--- src/rtl/encoder_4x2_sync.sv ---
// encoder_4x2_sync: registered 4-to-2 priority encoder with any/multi flags,
// a one-entry valid/ready output stage and a saturating transfer counter.
module encoder_4x2_sync #(
   parameter int CNT_W     = 8,
   parameter bit PRIO_HIGH = 1'b1
) (
   input  logic             clk,
   input  logic             rst,
   input  logic             en,
   input  logic [3:0]       d,
   input  logic             in_valid,
   output logic             in_ready,
   input  logic             out_ready,
   output logic             out_valid,
   output logic [1:0]       y,
   output logic             any,
   output logic             multi,
   output logic [CNT_W-1:0] evt_cnt
);
   localparam logic [0:0] EMPTY = 1'b0;
   localparam logic [0:0] FULL  = 1'b1;
   logic [0:0] state;
   logic [1:0] enc_y;
   logic       enc_any, enc_multi, accept, xfer;
   always_comb begin
      enc_y = PRIO_HIGH ? (d[3] ? 2'd3 : d[2] ? 2'd2 : d[1] ? 2'd1 : 2'd0)
                        : (d[0] ? 2'd0 : d[1] ? 2'd1 : d[2] ? 2'd2 : d[3] ? 2'd3 : 2'd0);
      enc_y = en ? enc_y : 2'd0;
      enc_any = en & |d;
      enc_multi = en & ((d[0] & (d[1] | d[2] | d[3])) | (d[1] & (d[2] | d[3])) | (d[2] & d[3]));
   end
   assign out_valid = (state == FULL);
   assign in_ready  = (state == EMPTY) | out_ready;
   assign accept    = in_valid & in_ready;
   assign xfer      = out_valid & out_ready;
   always_ff @(posedge clk or posedge rst) begin
      if (rst) begin
         state   <= EMPTY;
         y       <= 2'd0;
         any     <= 1'b0;
         multi   <= 1'b0;
         evt_cnt <= '0;
      end else begin
         state <= accept ? FULL : xfer ? EMPTY : state;
         if (accept) begin
            y     <= enc_y;
            any   <= enc_any;
            multi <= enc_multi;
         end
         if (xfer && evt_cnt != {CNT_W{1'b1}})
            evt_cnt <= evt_cnt + CNT_W'(1);
      end
   end
endmodule

--- config.mk ---
export PLATFORM = sky130hd
export DESIGN_NAME = encoder_4x2_sync
export DESIGN_NICKNAME = d
export VERILOG_FILES = /design/src/rtl/encoder_4x2_sync.sv
export SDC_FILE = /design/constraint.sdc
export NUM_CORES = 1
export LEC_CHECK = 0
export ABC_AREA = 1
export CORE_MARGIN = 3
export CORE_UTILIZATION = 44
export DETAILED_ROUTE_END_ITERATION = 6
export GPL_ROUTABILITY_DRIVEN = 0
export PLACE_DENSITY = 0.83
export SLEW_MARGIN = 20
export SYNTH_ARGS = -nofsm -noshare
export SYNTH_HDL_FRONTEND = slang
export SYNTH_SLANG_ARGS = --single-unit
--- constraint.sdc ---
create_clock -name clk -period 1.5 [get_ports clk]
set_clock_uncertainty 0.1 [all_clocks]
set_input_delay 0.3 -clock clk [delete_from_list [all_inputs] [get_ports clk]]
set_output_delay 0.3 -clock clk [all_outputs]
set_load 0.02 [all_outputs]
==> impl_results.md, run 1 <==
- CTS tree: built
- Wire length of the first global-routing pass: 2.60 mm
- Ys Warns: 0
- Antenna violations before repair: 0
- Top-area cell type share of the netlist area: 0.442
- Number of global-route vias before repair: 651
- Wirelength, routed: 1.43 mm
- Commonest cells after routing, fill and taps aside: 45 x sky130_fd_sc_hd__nand2_1, 13 x sky130_fd_sc_hd__dfrtp_1, 13 x sky130_fd_sc_hd__dlygate4sd2_1
- Highest metal layer with signal wires: met4
- Area growth from synthesis to final layout: 40.5%
- Transition at the pin with the smallest max-transition slack: 0.212 ns
- # H-tree levels: 1
- Switching pwr: 452 uW
- Number of antenna repair diodes: 0
- Critical path launch point type: input port
- Hold Violations, Final: 0
- Combinational share of power: 0.416
- Least setup slack across all paths after layout: 0.0534 ns
- RSZ-0062 raised after global routing: false
- Total power draw: 1180 uW
- Standard cell core area: 1540 um2
- Hold WC Path Type: in -> async
- Highest attainable clock frequency: 691 MHz
- Vias per cell: 4.82
- Number of fill cells: 134
- Syn nets: 107
- CTS Root Buffer Type: sky130_fd_sc_hd__clkbuf_4
- Worst r2r src: evt_cnt[0]
- Final cycle utilization of the critical path: 0.964
- Most area-consuming cells after synthesis: sky130_fd_sc_hd__dfrtp_1 44%, sky130_fd_sc_hd__nand2_1 23%, sky130_fd_sc_hd__inv_1 5.6%
- Clock sink count: 13
- Distinct cell type count of the synthesized netlist: 19
- Detailed Routing Iterations Pass 1: 4
- Min cycle time layout: 1.45 ns
- Floorplan die width: 46.9 um
- Worst-path maximum fanout: 2
- Switching part of the total power: 0.382
- Commonest non-fill, non-tap cell in the layout: sky130_fd_sc_hd__nand2_1
- Residual overflow from global routing: 0
- Total routing resource utilization after global routing: 0.167
- Fraction of final layout cells sized beyond drive strength 1: 0.146
- Setup slack at placement: -0.387 ns
- Drt first-iter violations: 6
- Sum of met2 wire segment lengths after detailed routing: 724 um
- Origin of the worst setup path: out_ready
- Worst Setup Path Type: in -> out
- Total power density per cell area: 1150 nW/um2
- Via count: 703
- Clock latency on the worst-skew pair: 0.27 ns
- Nature of the critical path endpoint: primary output
- Final #Nets: 141
- Proportion of power drawn by the clock network: 0.180
- Syn Std Cell Area: 736 um2
- Yosys top cell by area: sky130_fd_sc_hd__dfrtp_1
- Count of max-cap constraint violations: 0
- Result of the run: complete, no violations
- Detailed placer's ending HPWL: 1.15 mm
- Area enclosed by the die boundary: 2200 um2
- Inserted Clock Buffers: 3
- Maximum number of pins on one net before global-route repair: 14
- Number of pins exceeding their max-slew limit in the final report: 0
- Clock transition at the registers of the reported paths: 0.08 ns
- Number of flip-flops and latches in the synthesized netlist: 13
- I/O pin cnt: 23
- Internal Dissipation: 732 uW
- Total setup violations reported at the end of the flow: 0
- Starting Density: 0.477
- Reg power frac: 0.404
- Worst vdd ir: 746 uV
- Hold WS: 0.218 ns
- Max clock buf depth: 2
- Arrival time of the worst setup path: 1.05 ns
- Headroom to the max-slew limit: 0.859
- Avg Synthesized Cell Area: 7.58 um2
- Sequential-to-total area share from yosys stat: 0.442
- Wire length on met3: 58 um
- Worst endpoint required time: 1.10 ns
- Input/output buffers: 22
- Routed len/inst: 9.79 um
- Met1 WL: 638 um
- Antenna Violating Nets Remaining: 0
- Cell row count: 14
- DRC Markers: 0
- Y dimension of the die: 46.9 um
- LEAKAGE: 0.000585 uW
- Cell count after synthesis: 97
metal layers:
| metal | GRT usage | vias to the layer above |
|---|---|---|
| li1 | - | 364 |
| met4 | 0.0663 | 0 |
| met5 | 0 | - |
| met1 | 0.214 | 323 |
| met2 | 0.266 | 14 |
| met3 | 0.0460 | 2 |
flip-flops by register name, indices dropped and copies added, names as in the netlist:
| signal | count |
|---|---|
| any | 1 |
| evt_cnt | 8 |
| multi | 1 |
| out_valid | 1 |
| y | 2 |
stage by stage:
step | util | instances | setup TNS [ns] | area, um2
after CTS | 0.670 | 146 | 0 | 1030
after floorplan | - | 97 | 0 | 736
after global routing | 0.670 | 146 | 0 | 1030
final | 0.670 | 146 | 0 | 1030
after detailed placement | 0.667 | 142 | -0.399 | 1030
after global placement | 0.667 | 142 | -0.375 | 1030
logic make-up (layout without fill, tap and decap cells):
family | count (synthesis) | count (layout) | synth area share
fa+ha+maj | 1 | 1 | 0.0170
compound gates | 3 | 3 | 0.0255
buf+inv | 13 | 46 | 0.0731
simple gates | 64 | 64 | 0.406
xor+xnor | 3 | 3 | 0.0357
flops | 13 | 13 | 0.442
worst max-delay path, cell delays in order:
cell and delay (ns):
sky130_fd_sc_hd__clkdlybuf4s50_1 0.47, sky130_fd_sc_hd__inv_1 0.04, sky130_fd_sc_hd__nand2_1 0.07, sky130_fd_sc_hd__buf_2 0.17
cell usage after synthesis (all sizes together):
cell,number
a21oi,1
dfrtp,13
ha,1
inv,13
nand2,48
nand3,6
nand4,2
nor2,6
o21ai,2
or2,2
xnor2,1
xor2,2
power groups by stage:
stage	logic, uW	registers [uW]	clock network [uW]
final	492	478	213
after floorplan	193	590	0
after CTS	500	480	223
after global placement	539	482	0
after detailed placement	551	489	0
after global routing	550	491	244
what timing repair did:
item | 4_1_cts | 5_1_grt
setup endpoints to repair | 14 | 0
hold endpoints to repair | 0 | 0
hold buffers | 0 | 0
gates resized for setup | 17 | 0
buffers inserted | 0 | 0
cell type report:
type                       count  area [um2]  area share
tap                           16        20.0      0.0194
inverter                      13        53.8      0.0521
sequential                    13         325       0.315
timing repair buffer          29         251       0.243
clock buffer                   4        26.3      0.0254
multi-input combinational     71         357       0.345
final timing paths:
| path | slack [ns] | depth (start not counted) | endpoint |
|---|---|---|---|
| max | 0.05 | 4 | in_ready |
| min | 0.22 | 3 | y[1] |
| max reg2reg | 0.13 | 8 | evt_cnt[4] |
| min reg2reg | 0.38 | 2 | multi |
| max in group asynchronous | 0.92 | 3 | evt_cnt[6] |
| min in group clk | 0.38 | 2 | multi |
Power figures use the tool's default switching activity.
==> run 2: changes to the inputs <==
PLACE_DENSITY = 0.77   (was 0.83)
SETUP_SLACK_MARGIN = 0.2   (was unset)
==> run 2 against run 1 <==
Net effect:
- via count is 1.6% higher
- count of clock-buffer cells in the layout stayed put
- clock power is 4% higher
- non-clock buffer count is 4 higher
- maximum frequency is 6.9% higher
- combinational power is 12% higher
- final area is 1.2% higher
- power is 6.5% higher
- global-route usage is 0.052 points higher
- utilization is 0.81 points higher
==> impl_results.md, run 2 (synthesis results as in run 1) <==
- Hold Violations, Final: 0 (unchanged)
- Arrival time of the worst setup path: 1.43 ns (was 1.05 ns)
- Number of fill cells: 142 (was 134)
- Worst Setup Path Type: reg -> reg (was in -> out)
- Total routing resource utilization after global routing: 0.167 (about the same)
- Min cycle time layout: 1.35 ns (was 1.45 ns)
- Total power draw: 1260 uW (was 1180 uW)
- Worst-path maximum fanout: 8 (was 2)
- Floorplan die width: 46.9 um (unchanged)
- Sequential cell area: 328 um2 (was 325 um2)
- Fraction of final layout cells sized beyond drive strength 1: 0.306 (was 0.146)
- Largest registers: evt_cnt x8, y x2 (unchanged)
- Result of the run: complete, no violations (unchanged)
- # H-tree levels: 1 (unchanged)
- Wirelength, routed: 1.63 mm (was 1.43 mm)
- Number of pins exceeding their max-slew limit in the final report: 0 (unchanged)
- Cell row count: 14 (unchanged)
- Wire length of the first global-routing pass: 2.58 mm (was 2.60 mm)
- Max clock buf depth: 2 (unchanged)
- Origin of the worst setup path: evt_cnt[0] (was out_ready)
- Register name with the most flops: evt_cnt (unchanged)
- Detailed Routing Iterations Pass 1: 4 (unchanged)
- Worst vdd ir: 921 uV (was 746 uV)
- CTS tree: built (unchanged)
- Antenna Violating Nets Remaining: 0 (unchanged)
- Number of cells traversed by the worst register-to-register path: 9 (was 8)
- DRC Markers: 0 (unchanged)
- Standard cell core area: 1540 um2 (unchanged)
- Maximum number of pins on one net before global-route repair: 9 (was 14)
- Number of placed instances, taps included: 144 (was 142)
- Total power density per cell area: 1210 nW/um2 (was 1150 nW/um2)
- Residual overflow from global routing: 0 (unchanged)
- Via count: 714 (was 703)
- Final cycle utilization of the critical path: 0.902 (was 0.964)
- Commonest non-fill, non-tap cell in the layout: sky130_fd_sc_hd__nand2_1 (unchanged)
- I/O pin cnt: 23 (unchanged)
- Drt first-iter violations: 3 (was 6)
- Vias per cell: 4.76 (was 4.82)
- RR Endpoint: evt_cnt[4] (unchanged)
- RSZ-0062 raised after global routing: true (was false)
- Capturing instance or port of the critical path: evt_cnt[4] (was in_ready)
- CTS Root Buffer Type: sky130_fd_sc_hd__clkbuf_4 (unchanged)
- Total setup violations reported at the end of the flow: 0 (unchanged)
- Transition at the pin with the smallest max-transition slack: 0.236 ns (was 0.212 ns)
- Final #Nets: 145 (was 141)
- Count of max-cap constraint violations: 0 (unchanged)
- Routed len/inst: 10.8 um (was 9.79 um)
- Clock sink count: 13 (unchanged)
- Hold WS: 0.124 ns (was 0.218 ns)
- Area enclosed by the die boundary: 2200 um2 (unchanged)
- Starting Density: 0.477 (unchanged)
- Least setup slack across all paths after layout: 0.147 ns (was 0.0534 ns)
- Inserted Clock Buffers: 3 (unchanged)
- Input/output buffers: 22 (unchanged)
- Highest attainable clock frequency: 739 MHz (was 691 MHz)
- Headroom to the max-slew limit: 0.843 (was 0.859)
- Worst endpoint required time: 1.58 ns (was 1.10 ns)
- Area growth from synthesis to final layout: 42.2% (was 40.5%)
- CTS hold repair buffers: 0 (unchanged)
- Number of global-route vias before repair: 647 (was 651)
- Reg2reg setup slack: 0.15 ns (was 0.13 ns)
- Y dimension of the die: 46.9 um (unchanged)
- Detailed placer's ending HPWL: 1.33 mm (was 1.15 mm)
- Number of antenna repair diodes: 0 (unchanged)
- Worst r2r src: evt_cnt[0] (unchanged)
- Setup slack at placement: -0.381 ns (was -0.387 ns)
- Hold WC Path Type: in -> async (unchanged)
- Clock transition at the registers of the reported paths: 0.09 ns (was 0.08 ns)
- Number of flip-flops under the largest register name: 8 (unchanged)
- Antenna violations before repair: 0 (unchanged)
- LEAKAGE: 0.000589 uW (was 0.000585 uW)
- Final std cells w/o fill: 150 (was 146)
- Area taken by multi-input logic gates: 377 um2 (was 357 um2)
- Clock latency on the worst-skew pair: 0.28 ns (was 0.27 ns)
- Nature of the critical path endpoint: flip-flop (was primary output)
- Critical path launch point type: flip-flop (was input port)
- Commonest cells after routing, fill and taps aside: 44 x sky130_fd_sc_hd__nand2_1, 13 x sky130_fd_sc_hd__buf_2, 11 x sky130_fd_sc_hd__dfrtp_1 (was 45 x sky130_fd_sc_hd__nand2_1, 13 x sky130_fd_sc_hd__dfrtp_1, 13 x sky130_fd_sc_hd__dlygate4sd2_1)
## run 2: cell types whose count changed in the layout (fill, tap and decap cells not counted)
cell / before / now
sky130_fd_sc_hd__clkdlybuf4s50_1: 8 / 7
sky130_fd_sc_hd__dlygate4sd2_1: 13 / 1
sky130_fd_sc_hd__buf_2: 1 / 13
sky130_fd_sc_hd__buf_6: 0 / 2
sky130_fd_sc_hd__nand2_1: 45 / 44
sky130_fd_sc_hd__dfrtp_2: 0 / 2
sky130_fd_sc_hd__inv_2: 1 / 2
sky130_fd_sc_hd__buf_4: 7 / 10
sky130_fd_sc_hd__nand2_4: 1 / 2
sky130_fd_sc_hd__ha_1: 1 / 0
sky130_fd_sc_hd__ha_4: 0 / 1
sky130_fd_sc_hd__dfrtp_1: 13 / 11
sky130_fd_sc_hd__inv_1: 11 / 10
## run 2: metal layers
| layer | routed length [um] | track usage | part of all wire |
|---|---|---|---|
| met5 | 0 | 0 | 0 |
| met1 | 673 | 0.189 | 0.41 |
| met4 | 11 | 0.0773 | 0.0068 |
| met3 | 70 | 0.0345 | 0.043 |
| met2 | 872 | 0.298 | 0.54 |
## run 2: what timing repair did
action | in CTS | in global routing
gates resized for setup | 61 | 1
pin swaps | 0 | 2
setup buffers | 2 | 0
setup endpoints to repair | 22 | 10
gates cloned | 0 | 0
## run 2: worst min path at each step
stage / startpoint / to / slack [ns] / cells past startpoint
3_3_place_gp: multi / multi / 0.37 / 2
5_1_grt: rst / evt_cnt[1] / 0.14 / 2
3_5_place_dp: y[1] / y[1] / 0.38 / 2
2_1_floorplan: rst / any / 0.08 / 1
4_1_cts: rst / evt_cnt[1] / 0.14 / 2
6_report: rst / evt_cnt[1] / 0.12 / 2
## run 2: worst max-delay path, cell delays in order, from the launching register on
cell                      delay [ns]
sky130_fd_sc_hd__dfrtp_2        0.39
sky130_fd_sc_hd__buf_6          0.10
sky130_fd_sc_hd__ha_4           0.14
sky130_fd_sc_hd__nand2_4        0.06
sky130_fd_sc_hd__nor2_4         0.12
sky130_fd_sc_hd__nand2_4        0.09
sky130_fd_sc_hd__nand2_8        0.10
sky130_fd_sc_hd__inv_6          0.04
sky130_fd_sc_hd__nand2_1        0.06
sky130_fd_sc_hd__nand2_1        0.04
## run 2: report_power, final
group,total (uW),internal [uW],switching [uW]
registers,488,426,62.1
logic,552,241,311
clock network,222,103,119
total,1260,770,491
## run 2: area by class of cell
cell class                 instances  area share
clock buffer                       4      0.0251
timing repair buffer              33       0.231
tap                               16      0.0191
inverter                          13      0.0514
multi-input combinational         71       0.360
sequential                        13       0.313
## run 2: metrics by stage
stage               area [um2]   util  setup TNS, ns
finish                    1050  0.679              0
floorplan                  756      -              0
global placement          1060  0.690         -0.376
global route              1050  0.679              0
CTS                       1050  0.679              0
detailed placement        1060  0.690         -0.394
